<file path="src/rtl/seg_pkg.sv">
// Shared types and constants for the 7-segment scan controller.
// Cathode patterns are active-low, bit order {g,f,e,d,c,b,a}.
package seg_pkg;

  typedef enum logic {BLANK, DRIVE} state_e;

  localparam logic [6:0] SEG_OFF = 7'h7F;

  // Hex glyphs 0..F
  localparam logic [6:0] GLYPHS [16] = '{
    7'h40, 7'h79, 7'h24, 7'h30, 7'h19, 7'h12, 7'h02, 7'h78,
    7'h00, 7'h10, 7'h08, 7'h03, 7'h46, 7'h21, 7'h06, 7'h0E
  };

endpackage

</file>
<file path="src/rtl/seg_decode.sv">
// Nibble to active-low cathode pattern, purely combinational.
module seg_decode
  import seg_pkg::*;
(
  input  logic [3:0] nibble,
  output logic [6:0] cat
);

  // Table lookup of the hex glyph
  always_comb begin
    cat = GLYPHS[nibble];
  end

endmodule

</file>
<file path="src/rtl/seg_scan_ctrl.sv">
// Time-multiplexed 7-segment scan controller with a blanking gap before each
// digit and a double-buffered display word committed only at frame boundaries.
// Optional feature: define SEG_SCAN_LZB_EN for leading-zero blanking.
module seg_scan_ctrl
  import seg_pkg::*;
#(
  parameter int unsigned NUM_DIGITS   = 4,
  parameter int unsigned DIV_COUNT    = 100000,
  parameter int unsigned BLANK_CYCLES = 1000
) (
  input  logic                      clk,
  input  logic                      rst,
  input  logic [4*NUM_DIGITS-1:0]   digits_in,
  input  logic                      load,
  output logic                      load_ack,
  output logic                      frame_start,
  output logic [NUM_DIGITS-1:0]     seg_an,
  output logic [6:0]                seg_cat
);

  localparam int unsigned CntMax = (DIV_COUNT > BLANK_CYCLES) ? DIV_COUNT : BLANK_CYCLES;
  localparam int unsigned CntW   = $clog2(CntMax);
  localparam int unsigned IdxW   = $clog2(NUM_DIGITS);
  localparam int unsigned DataW  = 4 * NUM_DIGITS;

  state_e            state_q, state_d;
  logic [CntW-1:0]   cnt_q, cnt_d;
  logic [IdxW-1:0]   idx_q, idx_d;
  logic [DataW-1:0]  disp_q, disp_d;
  logic [DataW-1:0]  pend_q, pend_d;
  logic              pend_flag_q, pend_flag_d;
  logic              ack_d, fs_d;
  logic [NUM_DIGITS-1:0] an_d;
  logic [6:0]        cat_d;
  logic [3:0]        nibble;
  logic [6:0]        glyph;

  // Scan sequencing, prescaler and double-buffer commit
  always_comb begin
    state_d     = state_q;
    cnt_d       = cnt_q + CntW'(1);
    idx_d       = idx_q;
    disp_d      = disp_q;
    pend_d      = load ? digits_in : pend_q;
    pend_flag_d = pend_flag_q | load;
    ack_d       = 1'b0;
    fs_d        = 1'b0;
    unique case (state_q)
      BLANK: begin
        if (cnt_q == CntW'(BLANK_CYCLES - 1)) begin
          state_d = DRIVE;
          cnt_d   = '0;
        end
      end
      DRIVE: begin
        if (cnt_q == CntW'(DIV_COUNT - 1)) begin
          state_d = BLANK;
          cnt_d   = '0;
          if (idx_q == IdxW'(NUM_DIGITS - 1)) begin
            idx_d = '0;
            fs_d  = 1'b1;
            // Commit uses pending from before this edge; a same-edge load stays pending
            if (pend_flag_q) begin
              disp_d      = pend_q;
              ack_d       = 1'b1;
              pend_flag_d = load;
            end
          end else begin
            idx_d = idx_q + IdxW'(1);
          end
        end
      end
      default: state_d = BLANK;
    endcase
  end

  // Select the nibble of the digit that will be active after this edge
  always_comb begin
    nibble = 4'h0;
    for (int i = 0; i < NUM_DIGITS; i++) begin
      if (idx_d == IdxW'(i)) nibble = disp_d[4*i +: 4];
    end
  end

  seg_decode u_decode (
    .nibble (nibble),
    .cat    (glyph)
  );

`ifdef SEG_SCAN_LZB_EN
  logic lead_zero;

  // Digit is a leading zero when it and every more-significant nibble are 0
  always_comb begin
    lead_zero = 1'b1;
    for (int i = 0; i < NUM_DIGITS; i++) begin
      if (IdxW'(i) >= idx_d && disp_d[4*i +: 4] != 4'h0) lead_zero = 1'b0;
    end
  end
`endif

  // Output patterns computed from next state so outputs are registered
  always_comb begin
    an_d = '1;
    if (state_d == DRIVE) an_d[idx_d] = 1'b0;
    cat_d = glyph;
`ifdef SEG_SCAN_LZB_EN
    if (idx_d != '0 && lead_zero) cat_d = SEG_OFF;
`endif
  end

  // State, buffers and registered outputs
  always_ff @(posedge clk) begin
    if (rst) begin
      state_q     <= BLANK;
      cnt_q       <= '0;
      idx_q       <= '0;
      disp_q      <= '0;
      pend_q      <= '0;
      pend_flag_q <= 1'b0;
      load_ack    <= 1'b0;
      frame_start <= 1'b0;
      seg_an      <= '1;
      seg_cat     <= SEG_OFF;
    end else begin
      state_q     <= state_d;
      cnt_q       <= cnt_d;
      idx_q       <= idx_d;
      disp_q      <= disp_d;
      pend_q      <= pend_d;
      pend_flag_q <= pend_flag_d;
      load_ack    <= ack_d;
      frame_start <= fs_d;
      seg_an      <= an_d;
      seg_cat     <= cat_d;
    end
  end

endmodule
</file>
<file path="config.mk">
export PLATFORM = sky130hd
export DESIGN_NAME = seg_scan_ctrl
export DESIGN_NICKNAME = d
export VERILOG_FILES = /design/src/rtl/seg_pkg.sv /design/src/rtl/seg_decode.sv /design/src/rtl/seg_scan_ctrl.sv
export SDC_FILE = /design/constraint.sdc
export NUM_CORES = 1
export LEC_CHECK = 0
export ABC_AREA = 1
export BUFFER_PORTS_ARGS = -buffer_cell sky130_fd_sc_hd__buf_2
export CORE_MARGIN = 10
export CORE_UTILIZATION = 45
export DETAILED_ROUTE_END_ITERATION = 8
export PLACE_DENSITY = 0.74
export SLEW_MARGIN = 20
export SYNTH_ARGS = -nofsm -noshare
export SYNTH_HDL_FRONTEND = slang
export SYNTH_SLANG_ARGS = --single-unit
export TNS_END_PERCENT = 20
</file>
<file path="constraint.sdc">
create_clock -name clk -period 2.3 [get_ports clk]
set_input_delay 0.23 -clock clk [delete_from_list [all_inputs] [get_ports clk]]
set_output_delay 0.23 -clock clk [all_outputs]
set_load 0.03 [all_outputs]
</file>
==> results of run 1 <==
[metrics by stage]
stage	hold slack, ns	setup TNS, ns	power, uW	setup WS [ns]
finish	0.1111	-0.9215	2477	-0.1979
floorplan	0.3649	0	1274	0.02300
detailed placement	0.4489	-0.3359	1319	-0.08980
CTS	0.1019	0	2490	0.003629
global route	0.1273	-1.764	2567	-0.2880
global placement	0.4410	-0.1955	1316	-0.06772
[final timing paths]
kind	from	endpoint	slack [ns]	cells after the start
worst max-delay path	cnt_q[0]	seg_cat[4]	-0.20	17
worst min-delay path	digits_in[0]	pend_q[0]	0.11	3
worst max register to register	cnt_q[0]	seg_cat[4]	-0.20	17
worst min register to register	pend_q[11]	pend_q[11]	0.46	2
[cells in the final DEF, fill, tap and decap left out, types with 8 or more instances in the layout]
| cell | n |
|---|---|
| a21oi_1 | 18 |
| buf_2 | 31 |
| buf_4 | 55 |
| clkbuf_8 | 9 |
| dfxtp_1 | 63 |
| inv_1 | 40 |
| inv_2 | 12 |
| nand2_1 | 79 |
| nand2_2 | 14 |
| nand3_1 | 20 |
| nand4_1 | 13 |
| nor2_1 | 56 |
| nor2_4 | 11 |
| o21ai_0 | 18 |
| xor2_1 | 8 |
[registers in the layout, indices dropped and copies added (netlist names)]
signal	cells
disp_q	16
idx_q	2
state_q	1
pend_q	16
seg_an	4
cnt_q	17
seg_cat	7
frame_start	1
pend_flag_q	1
load_ack	1
[layer usage]
metal	part of all wire, %	GRT usage [%]	routed length, um	vias to the layer above
met3	7.7	4.213	654	24
met5	0	0	0	-
met4	3.1	5.070	263	0
li1	-	-	-	1546
met2	45	20.50	3781	131
met1	44	17.96	3759	1384
[Yosys cell counts, drive strengths merged (2+ instances only)]
library cell  count  area, um2
ha                8      100.1
nor3b             2      15.01
nor2             70      330.3
clkinv            2      7.510
nand4            14      102.6
xor2              8      70.07
clkbuf            6      22.52
inv              53      198.9
nor3              8      56.31
dfxtp            66       1321
nor4              2      12.51
o21ai            28      151.4
buf               6      42.54
nand3            29      207.7
nand2           100      415.4
a21oi            18      90.09
[what timing repair did]
item                                    in CTS  in global routing
gates cloned                                 0                  1
resized for setup                           12                 34
endpoints found under the setup margin       7                  7
pin swaps                                    7                 24
setup buffers                                4                 15
[kinds of logic after synthesis]
family / count (synthesis) / share of synthesized area, %
simple gates: 227 / 36.15
xor+xnor: 9 / 2.473
fa+ha+maj: 8 / 3.140
flops: 66 / 41.44
compound gates: 49 / 8.282
buf+inv: 67 / 8.516
[critical path, cell delays in order, from the launching register on]
cell     delay [ns]
dfxtp_2        0.35
ha_4           0.15
nand3_4        0.10
inv_4          0.08
nand2_1        0.06
nor2_2         0.16
nand4_1        0.17
nand2_4        0.18
buf_12         0.12
nor2_4         0.03
buf_4          0.13
buf_4          0.13
nand2_4        0.09
nand3_2        0.11
nor2_4         0.16
nand2_1        0.12
nand3_1        0.12
nand3_1        0.10
[final cells by class]
type	instances	area, um2	share of cell area [%]
multi-input cells	294	1742	40.64
well taps	96	120.1	2.803
flip-flops and latches	66	1325	30.92
repair buffers	92	644.4	15.04
clock inverters	6	115.1	2.686
inverters	55	211.5	4.934
clock buffers	10	127.6	2.978
[power groups by stage]
stage          clock network, uW  logic (uW)  registers (uW)
6_report                    1180         114            1190
2_1_floorplan                  0        54.9            1220
5_1_grt                     1250         131            1190
3_5_place_dp                   0         110            1210
4_1_cts                     1190         111            1190
3_3_place_gp                   0         107            1210
==> impl_metrics.csv, run 1 <==
group,metric,value,unit
timing,maxSlewHeadroom,65.49,%
power,p_seq_share,47.9,%
finish,layout.filler_cells,564,
floorplanning,dieWidth,104.2,um
clock_tree,cts-buffers-inserted,9,
drt,vias_per_cell,4.984,
power,combinational_group_share_of_total_power,4.6,%
global_route,antenna_found_initial,0,
logic_synthesis,yosys_warnings,0,
worst_setup_path,crit_fanout,5,
clock_tree,cts_tree,"built",
power,cell_internal_pwr,1940,uW
timing,setup_slack,-0.1979,ns
logic_synthesis,synth-seq-area-share,41.44,%
place,routabilityCongestion,0.8394,
drt,vias,3085,
global_route,grt-ovfl-total,0,
logic_synthesis,synth-main-ff-cell,"dfxtp_1",
finish,n_antenna_cell,0,
clock_tree,clock_tree.root_cell,"clkbuf_8",
status,run_status,"finished, violations left",
logic_synthesis,synth-async-reset-ratio,0,%
logic_synthesis,syn-cell-area,3188,um2
clock_tree,cts.sink_count,66,
timing,timing.final.setup_violations,7,
worst_setup_path,critPathArrivalTime,2.72,ns
power,leakagePower,0.001886,uW
timing,timing.final.max_slew_violations,0,
timing,period_needed,2.498,ns
finish,fin_area,4285,um2
timing,grt_setup_unrepaired,"yes",
logic_synthesis,syn_area_per_cell,7.484,um2
finish,signed_area_change_from_the_synthesized_netlist_to_the_final_layout,34.42,%
logic_synthesis,synth_edf_count,0,
global_route,global_route.usage.total,13.69,%
worst_setup_path,startpoint_class,"register",
timing,worst_slew_pin_slew,0.5170,ns
global_route,grt_start_max_net_pins,29,
logic_synthesis,synth_cell_type_count,37,
clock_tree,ctsHoldBuffers,0,
clock_tree,clk_pin_slew,0.08,ns
logic_synthesis,syn_nets,453,
finish,fin_cells,619,
drt,detailedRoute.firstPassIterationCount,5,
timing,finalCritPeriodShare,108.6,%
worst_setup_path,required,2.52,ns
run,maxCapViolations,0,
drt,post-route-drc-count,0,
finish,fin_nets,545,
global_route,grt_pass1_vias,2705,
global_route,grt_pass1_wl,12520,um
place,port_buffers,31,
drt,drtAntennaViolNets,0,
logic_synthesis,postSynthRegisterBits,66,
status,violations,"setup timing",
finish,layout-drive-gt1-share,35.18,%
logic_synthesis,synth_cells,426,
worst_setup_path,endpoint_kind,"register",
clock_tree,max-clock-path-buffers,2,
place,final_hpwl_dp,5256,um
hold_path,hold_class,"in2reg",
place,place_area,3714,um2
clock_tree,cts-htree-levels,3,
timing,report.final.hold_viol_count,0,
drt,totalWireLength,8459,um
power,pwr_density_cell,578.0,nW/um2
floorplanning,core,6832,um2
drt,routed_wl_per_cell,13.67,um
floorplanning,fp.dieH,104.2,um
floorplanning,initial_core_util,46.67,%
floorplanning,die_area,10850,um2
floorplanning,core.rowCount,30,
floorplanning,ios,32,
worst_setup_path,timing_worst_setup_path_type,"reg2reg",
power,sw_frac_of_total,21.69,%
timing,max_freq,400.3,MHz
power,maximum_vdd_drop,0.0003691,V
place,numPlacedInstances,583,
finish,post-route-util,62.73,%
drt,first_iter_violations,239,
timing,clock-skew-final,0.01317,ns
power,clockPowerShare,47.5,%
clock_tree,worstSkewPairLatency,0.35,ns
power,power.net_switching,537.2,uW
Power figures use the tool's default switching activity.
==> run 2: changes to the inputs <==
- CELL_PAD_IN_SITES_DETAIL_PLACEMENT: default -> 0
- CELL_PAD_IN_SITES_GLOBAL_PLACEMENT: default -> 1
- CORE_MARGIN: 10 -> 4
- CORE_UTILIZATION: 45 -> 39
- PLACE_DENSITY: 0.74 -> 0.84
==> impl_metrics.csv, run 2 (same netlist as run 1, synthesis figures left out) <==
group,metric,value,unit
status,run_status,"finished, violations left",
status,violations,"setup timing",
finish,largest_register,"cnt_q",
finish,biggestRegsByFlops,"cnt_q: 17 flops, disp_q: 16 flops, pend_q: 16 flops",
finish,layout.filler_cells,718,
drt,vias_per_cell,4.844,
power,pwr_density_cell,536.2,nW/um2
global_route,global_route.usage.total,17.22,%
floorplanning,core.rowCount,32,
floorplanning,initial_core_util,40.63,%
timing,finalCritPeriodShare,104.9,%
worst_setup_path,slowest_stage,"dfxtp_2",
drt,vias,3076,
worst_setup_path,critical_path.reg2reg.startpoint,"cnt_q[0]",
drt,drtAntennaViolNets,0,
finish,mostFrequentLayoutCell,"nand2_1",
clock_tree,worstSkewPairLatency,0.36,ns
clock_tree,cts-htree-levels,3,
clock_tree,max-clock-path-buffers,2,
timing,period_needed,2.413,ns
finish,area.sequential,1329,um2
worst_setup_path,endpoint_kind,"register",
global_route,grt_pass1_vias,2977,
timing,timing.final.setup_violations,7,
clock_tree,clk_pin_slew,0.09,ns
drt,routed_wl_per_cell,12.95,um
hold_path,hold_class,"in2reg",
timing,setup_slack,-0.1133,ns
worst_setup_path,r2r_cells,16,
worst_setup_path,crit_fanout,5,
place,numPlacedInstances,599,
floorplanning,core,7848,um2
finish,layout-drive-gt1-share,37.71,%
place,routabilityCongestion,0.8462,
finish,commonest_non_fill_non_tap_cells_in_the_layout,"76 x nand2_1, 64 x buf_4, 60 x dfxtp_1",
hold_path,worst_hold_path.endpoint,"pend_q[14]",
worst_setup_path,path_cells,"ha_4 > nand3_4 > buf_6 > nor2_4 > nand4_1 > nand2_2 > nand2_4 > nor2_4 > inv_2 > nor2_2 > nor2_4 > buf_12 > ha_4 > nand2_1 > nand3_1 > nand3_1",
drt,post-route-drc-count,0,
timing,report.final.hold_viol_count,0,
clock_tree,clock_tree.root_cell,"clkbuf_8",
clock_tree,cts-buffers-inserted,9,
hold_path,whs_path_depth,3,
clock_tree,cts.sink_count,66,
place,final_hpwl_dp,5470,um
timing,finalSetupTns,-0.5764,ns
global_route,grt-ovfl-total,0,
timing,worst_slew_pin_slew,0.5546,ns
clock_tree,cts_tree,"built",
finish,area_of_combinational_cells_with_multiple_inputs,1755,um2
worst_setup_path,cpPeakStageDelay,0.36,ns
worst_setup_path,r2r_end,"seg_cat[3]",
worst_setup_path,timing_worst_setup_path_type,"reg2reg",
finish,max_ffs_per_register,17,
finish,fin_nets,555,
worst_setup_path,required,2.55,ns
finish,signed_area_change_from_the_synthesized_netlist_to_the_final_layout,36.85,%
timing,hold_slack,0.09113,ns
global_route,grt_pass1_wl,13410,um
timing,maxSlewHeadroom,62.80,%
drt,first_iter_violations,152,
timing,timing.final.max_slew_violations,0,
timing,max_freq,414.4,MHz
timing,grt_setup_unrepaired,"yes",
drt,totalWireLength,8223,um
drt,detailedRoute.firstPassIterationCount,4,
power,fin_total_pwr,2339,uW
worst_setup_path,startpoint_class,"register",
worst_setup_path,ff_to_ff_setup_slack,-0.11,ns
worst_setup_path,critPathArrivalTime,2.66,ns
floorplanning,dieWidth,98.41,um
worst_setup_path,cp.buffers_inverters,3,
floorplanning,fp.dieH,98.41,um
place,port_buffers,31,
hold_path,hp-start,"digits_in[14]",
finish,fin_cells,635,
floorplanning,die_area,9685,um2
worst_setup_path,timing.critical_path.max_delay_family,"simple AND/OR/NAND/NOR gates",
power,leakagePower,0.001925,uW
run,maxCapViolations,0,
global_route,antenna_found_initial,0,
floorplanning,ios,32,
worst_setup_path,critical-path-top-cell-by-count,"nor2_4",
global_route,grt_start_max_net_pins,28,
finish,n_antenna_cell,0,
timing,clock-skew-final,0.01745,ns
power,maximum_vdd_drop,0.0005929,V
## run 2: cell count changes in the layout (fill, tap and decap cells not counted), sizes merged
cell,change
bufinv,-2
inv,+4
clkinv,-1
buf,+10
clkbuf,-1
## run 2: what timing repair did
| action | CTS | global route |
|---|---|---|
| gates resized for setup | 24 | 29 |
| hold buffers | 0 | 0 |
| cloned | 0 | 1 |
| setup endpoints to repair | 7 | 7 |
| pin swaps | 11 | 24 |
| setup buffers | 13 | 6 |
## run 2: report_power, final
| group | switching, uW | internal [uW] | leakage [uW] | total, uW |
|---|---|---|---|---|
| combinational | 70.3 | 41.0 | 0.00128 | 111 |
| sequential | 12.1 | 1170 | 0.000542 | 1180 |
| clock | 522 | 521 | 0.000103 | 1040 |
| total | 605 | 1730 | 0.00192 | 2340 |
## run 2: cell type report
class / instances / share of cell area [%]
Multi-Input combinational cell: 294 / 40.24
Sequential cell: 66 / 30.46
Timing Repair Buffer: 102 / 16.78
Inverter: 55 / 4.847
Tap cell: 102 / 2.925
Clock buffer: 9 / 2.839
Clock inverter: 7 / 1.921
## run 2: through the flow
step | instance area (um2) | util (%) | worst slack (ns)
global route | 4363 | 55.60 | -0.2505
CTS | 4218 | 53.75 | -0.04471
global placement | 3809 | 48.53 | -0.1794
floorplan | 3188 | - | 0.02300
finish | 4363 | 55.60 | -0.1133
detailed placement | 3809 | 48.53 | -0.2004
## run 2: metal layers
layer | global-route usage, % | wire (um) | vias up
li1 | - | - | 1572
met1 | 21.72 | 3760 | 1403
met2 | 27.41 | 3801 | 83
met3 | 3.680 | 457 | 18
met4 | 9.454 | 203 | 0
met5 | 0 | 0 | -
## run 2: how the worst max path moves through the flow
stage	depth (start not counted)	slack, ns	end	startpoint
floorplan	18	0.02	seg_cat[3]	cnt_q[0]
global placement	16	-0.18	seg_cat[3]	cnt_q[0]
detailed placement	16	-0.20	seg_cat[3]	cnt_q[0]
CTS	18	-0.04	seg_cat[4]	cnt_q[0]
global route	18	-0.25	seg_cat[1]	cnt_q[0]
finish	16	-0.11	seg_cat[3]	cnt_q[0]
## run 2: worst register-to-register path: stages (launching register included)
cell and delay, ns:
dfxtp_2 0.36, ha_4 0.15, nand3_4 0.09, buf_6 0.14, nor2_4 0.08, nand4_1 0.22
nand2_2 0.17, nand2_4 0.10, nor2_4 0.16, inv_2 0.05, nor2_2 0.14, nor2_4 0.08
buf_12 0.13, ha_4 0.26, nand2_1 0.05, nand3_1 0.06, nand3_1 0.07
